$ cat src/rtl/node_injector_if.sv
// Packet-request, body-word, router-channel and credit signals shared by the
// injector and whatever feeds it.
interface node_injector_if #(
    parameter int flit_data_width = 64
) ();
    logic                       pkt_valid;
    logic                       pkt_ready;
    logic [3:0]                 pkt_dest;
    logic [2:0]                 pkt_len;
    logic [1:0]                 pkt_vc;
    logic                       data_valid;
    logic                       data_ready;
    logic [flit_data_width-1:0] data;
    logic [flit_data_width+5:0] channel_out;
    logic [2:0]                 flow_ctrl_in;
    logic                       error;

    modport slave (
        input  pkt_valid, pkt_dest, pkt_len, pkt_vc, data_valid, data, flow_ctrl_in,
        output pkt_ready, data_ready, channel_out, error
    );

    modport master (
        output pkt_valid, pkt_dest, pkt_len, pkt_vc, data_valid, data, flow_ctrl_in,
        input  pkt_ready, data_ready, channel_out, error
    );
endinterface

$ cat src/rtl/node_injector.sv
// Network-interface injector: turns packet requests plus body words into
// head/body/tail flits on one router input channel under per-VC credit flow control.
module node_injector #(
    parameter int flit_data_width    = 64,
    parameter int credits_per_vc     = 16,
    parameter int max_payload_length = 4
) (
    input logic            clk,
    input logic            reset,
    node_injector_if.slave bus
);
    localparam logic [1:0] IDLE = 2'd0;
    localparam logic [1:0] HEAD = 2'd1;
    localparam logic [1:0] BODY = 2'd2;
    localparam int         CW   = flit_data_width + 6;
    localparam logic [4:0] CREDIT_MAX = 5'(credits_per_vc);

    logic [1:0]    state;
    logic [3:0]    dest_q;
    logic [2:0]    len_q;
    logic [1:0]    vc_q;
    logic [2:0]    count_q;
    logic [4:0]    credit      [4];
    logic [4:0]    credit_next [4];
    logic          error_q;
    logic          overflow;
    logic [CW-1:0] channel_q;
    logic [CW-1:0] flit_next;
    logic [3:0]    inc_vec;
    logic [3:0]    dec_vec;
    logic          has_credit;
    logic          emit_head;
    logic          emit_body;
    logic          last_body;
    logic          len_bad;

    assign has_credit = credit[vc_q] != '0;
    assign emit_head  = (state == HEAD) && has_credit;
    assign emit_body  = (state == BODY) && has_credit && bus.data_valid;
    assign last_body  = (count_q + 3'd1) == len_q;
    assign len_bad    = 32'(bus.pkt_len) > max_payload_length;

    assign inc_vec = bus.flow_ctrl_in[0] ? (4'b0001 << bus.flow_ctrl_in[2:1]) : 4'b0000;
    assign dec_vec = (emit_head || emit_body) ? (4'b0001 << vc_q) : 4'b0000;

    assign bus.pkt_ready   = (state == IDLE);
    assign bus.data_ready  = (state == BODY) && has_credit;
    assign bus.channel_out = channel_q;
    assign bus.error       = error_q;

    always_comb begin
        flit_next = '0;
        if (emit_head) begin
            flit_next[0]     = 1'b1;
            flit_next[2:1]   = vc_q;
            flit_next[3]     = 1'b1;
            flit_next[4]     = (len_q == 3'd0);
            flit_next[9:6]   = dest_q;
            flit_next[12:10] = len_q;
        end else if (emit_body) begin
            flit_next[0]      = 1'b1;
            flit_next[2:1]    = vc_q;
            flit_next[4]      = last_body;
            flit_next[CW-1:6] = bus.data;
        end
    end

    // A return and a send on the same VC cancel, so they never trip saturation.
    always_comb begin
        overflow = 1'b0;
        for (int unsigned v = 0; v < 4; v++) begin
            credit_next[v] = credit[v];
            if (inc_vec[v] && !dec_vec[v]) begin
                if (credit[v] >= CREDIT_MAX) overflow = 1'b1;
                else                         credit_next[v] = credit[v] + 5'd1;
            end else if (dec_vec[v] && !inc_vec[v]) begin
                credit_next[v] = credit[v] - 5'd1;
            end
        end
    end

    always_ff @(posedge clk or negedge reset) begin
        if (!reset) begin
            state     <= IDLE;
            dest_q    <= '0;
            len_q     <= '0;
            vc_q      <= '0;
            count_q   <= '0;
            error_q   <= 1'b0;
            channel_q <= '0;
            for (int unsigned v = 0; v < 4; v++) credit[v] <= CREDIT_MAX;
        end else begin
            credit    <= credit_next;
            channel_q <= flit_next;
            if (overflow) error_q <= 1'b1;
            case (state)
                IDLE: begin
                    if (bus.pkt_valid) begin
                        if (len_bad) begin
                            error_q <= 1'b1;
                        end else begin
                            dest_q  <= bus.pkt_dest;
                            len_q   <= bus.pkt_len;
                            vc_q    <= bus.pkt_vc;
                            count_q <= '0;
                            state   <= HEAD;
                        end
                    end
                end
                HEAD: begin
                    if (emit_head) state <= (len_q == 3'd0) ? IDLE : BODY;
                end
                BODY: begin
                    if (emit_body) begin
                        count_q <= count_q + 3'd1;
                        if (last_body) state <= IDLE;
                    end
                end
                default: state <= IDLE;
            endcase
        end
    end
endmodule

$ cat src/flat_wrapper.sv
// flat-port wrapper written by rule: the top's interface ports become plain ports
module node_injector_flat 
#(
    parameter int flit_data_width    = 64,
    parameter int credits_per_vc     = 16,
    parameter int max_payload_length = 4
)
  (clk, reset, bus_pkt_valid, bus_pkt_dest, bus_pkt_len, bus_pkt_vc, bus_data_valid, bus_data, bus_flow_ctrl_in, bus_pkt_ready, bus_data_ready, bus_channel_out, bus_error);
  node_injector_if #(.flit_data_width(flit_data_width)) bus_i ();
  input logic clk;
  input logic reset;
  input wire logic [$bits(bus_i.pkt_valid)-1:0] bus_pkt_valid;
  input wire logic [$bits(bus_i.pkt_dest)-1:0] bus_pkt_dest;
  input wire logic [$bits(bus_i.pkt_len)-1:0] bus_pkt_len;
  input wire logic [$bits(bus_i.pkt_vc)-1:0] bus_pkt_vc;
  input wire logic [$bits(bus_i.data_valid)-1:0] bus_data_valid;
  input wire logic [$bits(bus_i.data)-1:0] bus_data;
  input wire logic [$bits(bus_i.flow_ctrl_in)-1:0] bus_flow_ctrl_in;
  output wire logic [$bits(bus_i.pkt_ready)-1:0] bus_pkt_ready;
  output wire logic [$bits(bus_i.data_ready)-1:0] bus_data_ready;
  output wire logic [$bits(bus_i.channel_out)-1:0] bus_channel_out;
  output wire logic [$bits(bus_i.error)-1:0] bus_error;
  assign bus_i.pkt_valid = bus_pkt_valid;
  assign bus_i.pkt_dest = bus_pkt_dest;
  assign bus_i.pkt_len = bus_pkt_len;
  assign bus_i.pkt_vc = bus_pkt_vc;
  assign bus_i.data_valid = bus_data_valid;
  assign bus_i.data = bus_data;
  assign bus_i.flow_ctrl_in = bus_flow_ctrl_in;
  assign bus_pkt_ready = bus_i.pkt_ready;
  assign bus_data_ready = bus_i.data_ready;
  assign bus_channel_out = bus_i.channel_out;
  assign bus_error = bus_i.error;
  node_injector #(.flit_data_width(flit_data_width), .credits_per_vc(credits_per_vc), .max_payload_length(max_payload_length)) u_core (.clk(clk), .reset(reset), .bus(bus_i));
endmodule
$ cat config.mk
export PLATFORM = sky130hd
export DESIGN_NAME = node_injector_flat
export DESIGN_NICKNAME = d
export VERILOG_FILES = /design/src/rtl/node_injector_if.sv /design/src/rtl/node_injector.sv /design/src/flat_wrapper.sv
export SDC_FILE = /design/constraint.sdc
export NUM_CORES = 1
export LEC_CHECK = 0
export ABC_AREA = 0
export CAP_MARGIN = 20
export CORE_AREA = 2 2 110 112
export DETAILED_ROUTE_END_ITERATION = 10
export DIE_AREA = 0 0 112 114
export PLACE_DENSITY_LB_ADDON = 0.12
export SYNTH_ARGS = -nofsm -noshare
export SYNTH_HDL_FRONTEND = slang
export SYNTH_SLANG_ARGS = --single-unit
export TNS_END_PERCENT = 5
$ cat constraint.sdc
create_clock -name clk -period 3 [get_ports clk]
set_clock_uncertainty 0.1 [all_clocks]
set_input_delay 0.6 -clock clk [delete_from_list [all_inputs] [get_ports clk]]
set_output_delay 0.6 -clock clk [all_outputs]
set_load 0.01 [all_outputs]
==> metrics.txt <==
status=finished clean; Worst-path clk slew=around 0.07 ns; Slew Viols, Final=0; Synth Instances=~360; P&R area growth vs syn=47.7%; vias per inst=about 4.7; worst path required time=2.30 ns; die footprint=about 0.013 sq mm; Clock Latency Late Sink=about 0.34 ns; post-synth top area cell=dfrtp_1; post-synthesis area per instance=12.8 sq um; Synthesis Warnings=0; FILL cells=985; GP Congestion=0.821; Register-to-Register Path Depth=12; f_max=353 MHz; diode count=0; gr usage total=17.4%; routed len/inst=15.2 um; met1 Use GR=22.3%; Die W=between 100 and 150 um; setup TNS=0 ns; RSZ-0062 raised after global routing=no; Port Buffers=between 150 and 200; Global Route met2 Usage=slightly below 30%; clock buffer depth=2; CP Class=flop to output pin; FF-to-FF End=u_core.credit[18]; Yosys cell types=59; post-layout min period=2.83 ns; root buffer cell=clkbuf_16; Max FO, Critical Path=4; detailed placement HPWL=7860 um; antenna violations before repair=0; share of layout cells above drive strength 1=16.2%; Post-Syn Nets=458; Worst Hold Margin=0.0909 ns; # nets final=638; CP Capture Type=output pin; ranking of synthesized cells by area=dfrtp_1 54%, and2_1 8.3%, ha_1 4.1%, mux2_2 2.4%, dfstp_2 2.3%; Worst Setup EP=bus_data_ready; crit path from=u_core.credit[2]; DP Cell Count=673; final setup fails=0; vias in the first global route=around 3500; die height=114 um; H-tree levels=3; global-route wire length before repair=17700 um; GRT overflow=0; CTS tree=yes; Post-CTS Hold Fix Bufs=0; row count=40; DR iter-0 viols=143; post-synthesis register bit count=104; Detailed Routing Iterations Pass 1=4; initial core utilization=39.3%; clk sinks=104; P_leak=between 3 and 4 nW; DR vias=between 3000 and 4000; Startpoint Class=flop; largest net degree at the start of global routing=45; Non-Filler Instances=between 600 and 700; post-synthesis sequential area ratio=56.6%; I/O Pins=153; core area=0.0117 sq mm; residual DRC count=0; Synth Flop Type=dfrtp_1; GR Util met3=3.72%; r2r startpoint=u_core.credit[2]; CTS Buf Count=9; Post-synth EDFFs=0; fin crit share=94.4%; critical path arrival=2.13 ns; ys async rst share=100%; peak supply drop=448 uV; setup slack, reg-to-reg=0.20 ns; Most Used Layer, Global Route=met2; Antenna Violating Nets Remaining=0; synthesized area=~0.0046 sq mm; maxcap violations=0; post-synth top area share=a little over half; final hold vios=0; Routed Wire Length=10500 um; P per Cell Area=roughly 850 mW/mm^2; Hold WC Path Type=primary input to async pin
[cell usage after synthesis, types with 2 or more instances]
cell / n
a21o_1: 9
a21oi_1: 9
a22o_1: 8
a22oi_2: 2
a31oi_1: 2
and2_1: 61
and3_1: 3
buf_6: 3
clkbuf_1: 5
dfrtp_1: 100
dfstp_2: 4
fa_1: 4
ha_1: 15
inv_1: 10
mux2_1: 3
mux2_2: 10
mux2_4: 3
mux2i_1: 8
mux2i_4: 2
nand2_1: 14
nand2b_1: 2
nand3_1: 3
nand4_1: 2
nor2_1: 12
nor2b_1: 4
nor4_1: 2
nor4_4: 2
o21ai_0: 10
or2_2: 2
xnor2_1: 12
xor2_1: 5
[area by class of cell]
type                            count  area (sq um)  area share [%]
Timing Repair Buffer              180          1740            25.5
Inverter                           11          41.3           0.607
Clock buffer                       10           239            3.51
Tap cell                          147           184            2.70
Clock inverter                      6          90.1            1.32
Sequential cell                   104          2610            38.3
Multi-Input combinational cell    233          1910            28.0
[cell families (layout without fill, tap and decap cells)]
kind of cell    count (synthesis)  in the layout  synth area share, %
fa+ha+maj                      19             19                 5.81
compound gates                 54             54                 9.01
flops                         104            104                 56.6
simple gates                  116            116                 16.0
buf+inv                        22            207                 2.39
xor+xnor                       17             17                 3.23
other cells                     1              1               0.0814
mux                            26             26                 6.87
[sequential cells by signal, indices dropped and copies added (netlist names)]
name and cells:
u_core.dest_q 4, u_core.count_q 3, u_core.credit 20, u_core.len_q 3, u_core.bus.error 1, u_core.vc_q 2
u_core.state 2, u_core.bus.channel_out 69
[worst max-delay path, stage by stage, from the launching register on]
cell	delay, ns
dfrtp_1	0.43
nor4_4	0.33
a22oi_2	0.15
mux2_2	0.29
buf_4	0.15
and2_1	0.15
dlygate4sd2_1	0.29
[placed cells by master, fill, tap and decap left out, drive strengths merged, types with 4 or more instances in the layout]
cell type / count
a21o: 9
a21oi: 11
a22o: 9
and2: 61
buf: 30
clkbuf: 10
clkdlybuf4s50: 149
dfrtp: 100
dfstp: 4
fa: 4
ha: 15
inv: 12
mux2: 16
mux2i: 10
nand2: 15
nor2: 12
nor2b: 4
nor4: 4
o21ai: 11
xnor2: 12
xor2: 5
[power by group]
group	leakage (nW)	switching [W]	internal, W
registers	1.36	0.000346	0.00184
logic	1.55	0.00102	0.00132
clock network	0.159	0.000518	0.000757
total	3.07	0.00188	0.00392
[routing by layer]
| layer | vias to the layer above | wire (um) |
|---|---|---|
| li1 | 1579 | - |
| met2 | 88 | 5270 |
| met4 | 0 | 149 |
| met1 | 1572 | 4590 |
| met5 | - | 0 |
| met3 | 14 | 516 |
[worst min path at each step]
stage	cells after the start	start	endpoint	slack (ns)
6_report	1	reset	u_core.bus.channel_out[28]	0.09
4_1_cts	1	reset	u_core.bus.channel_out[28]	0.10
3_5_place_dp	1	u_core.len_q[2]	u_core.bus.channel_out[4]	0.38
3_3_place_gp	1	u_core.len_q[2]	u_core.bus.channel_out[4]	0.37
2_1_floorplan	0	reset	u_core.bus.channel_out[0]	0.20
5_1_grt	1	reset	u_core.bus.channel_out[28]	0.12
[per-stage QoR]
step	area, sq um	setup slack (ns)	power, W	utilization (%)
after detailed placement	6450	-0.158	0.00456	55.1
after global routing	6810	0.0299	0.00622	58.1
after floorplan	4610	0.254	0.00355	-
after CTS	6800	0.142	0.00588	58.1
after global placement	6450	-0.0618	0.00448	55.1
final	6810	0.167	0.00580	58.1
[repair_timing]
action / 4_1_cts / 5_1_grt
setup endpoints to repair: 1 / 3
gates resized for setup: 5 / 2
buffers inserted: 2 / 0
pin swaps: 1 / 1
Note: power is estimated with default switching activity, not from simulation.
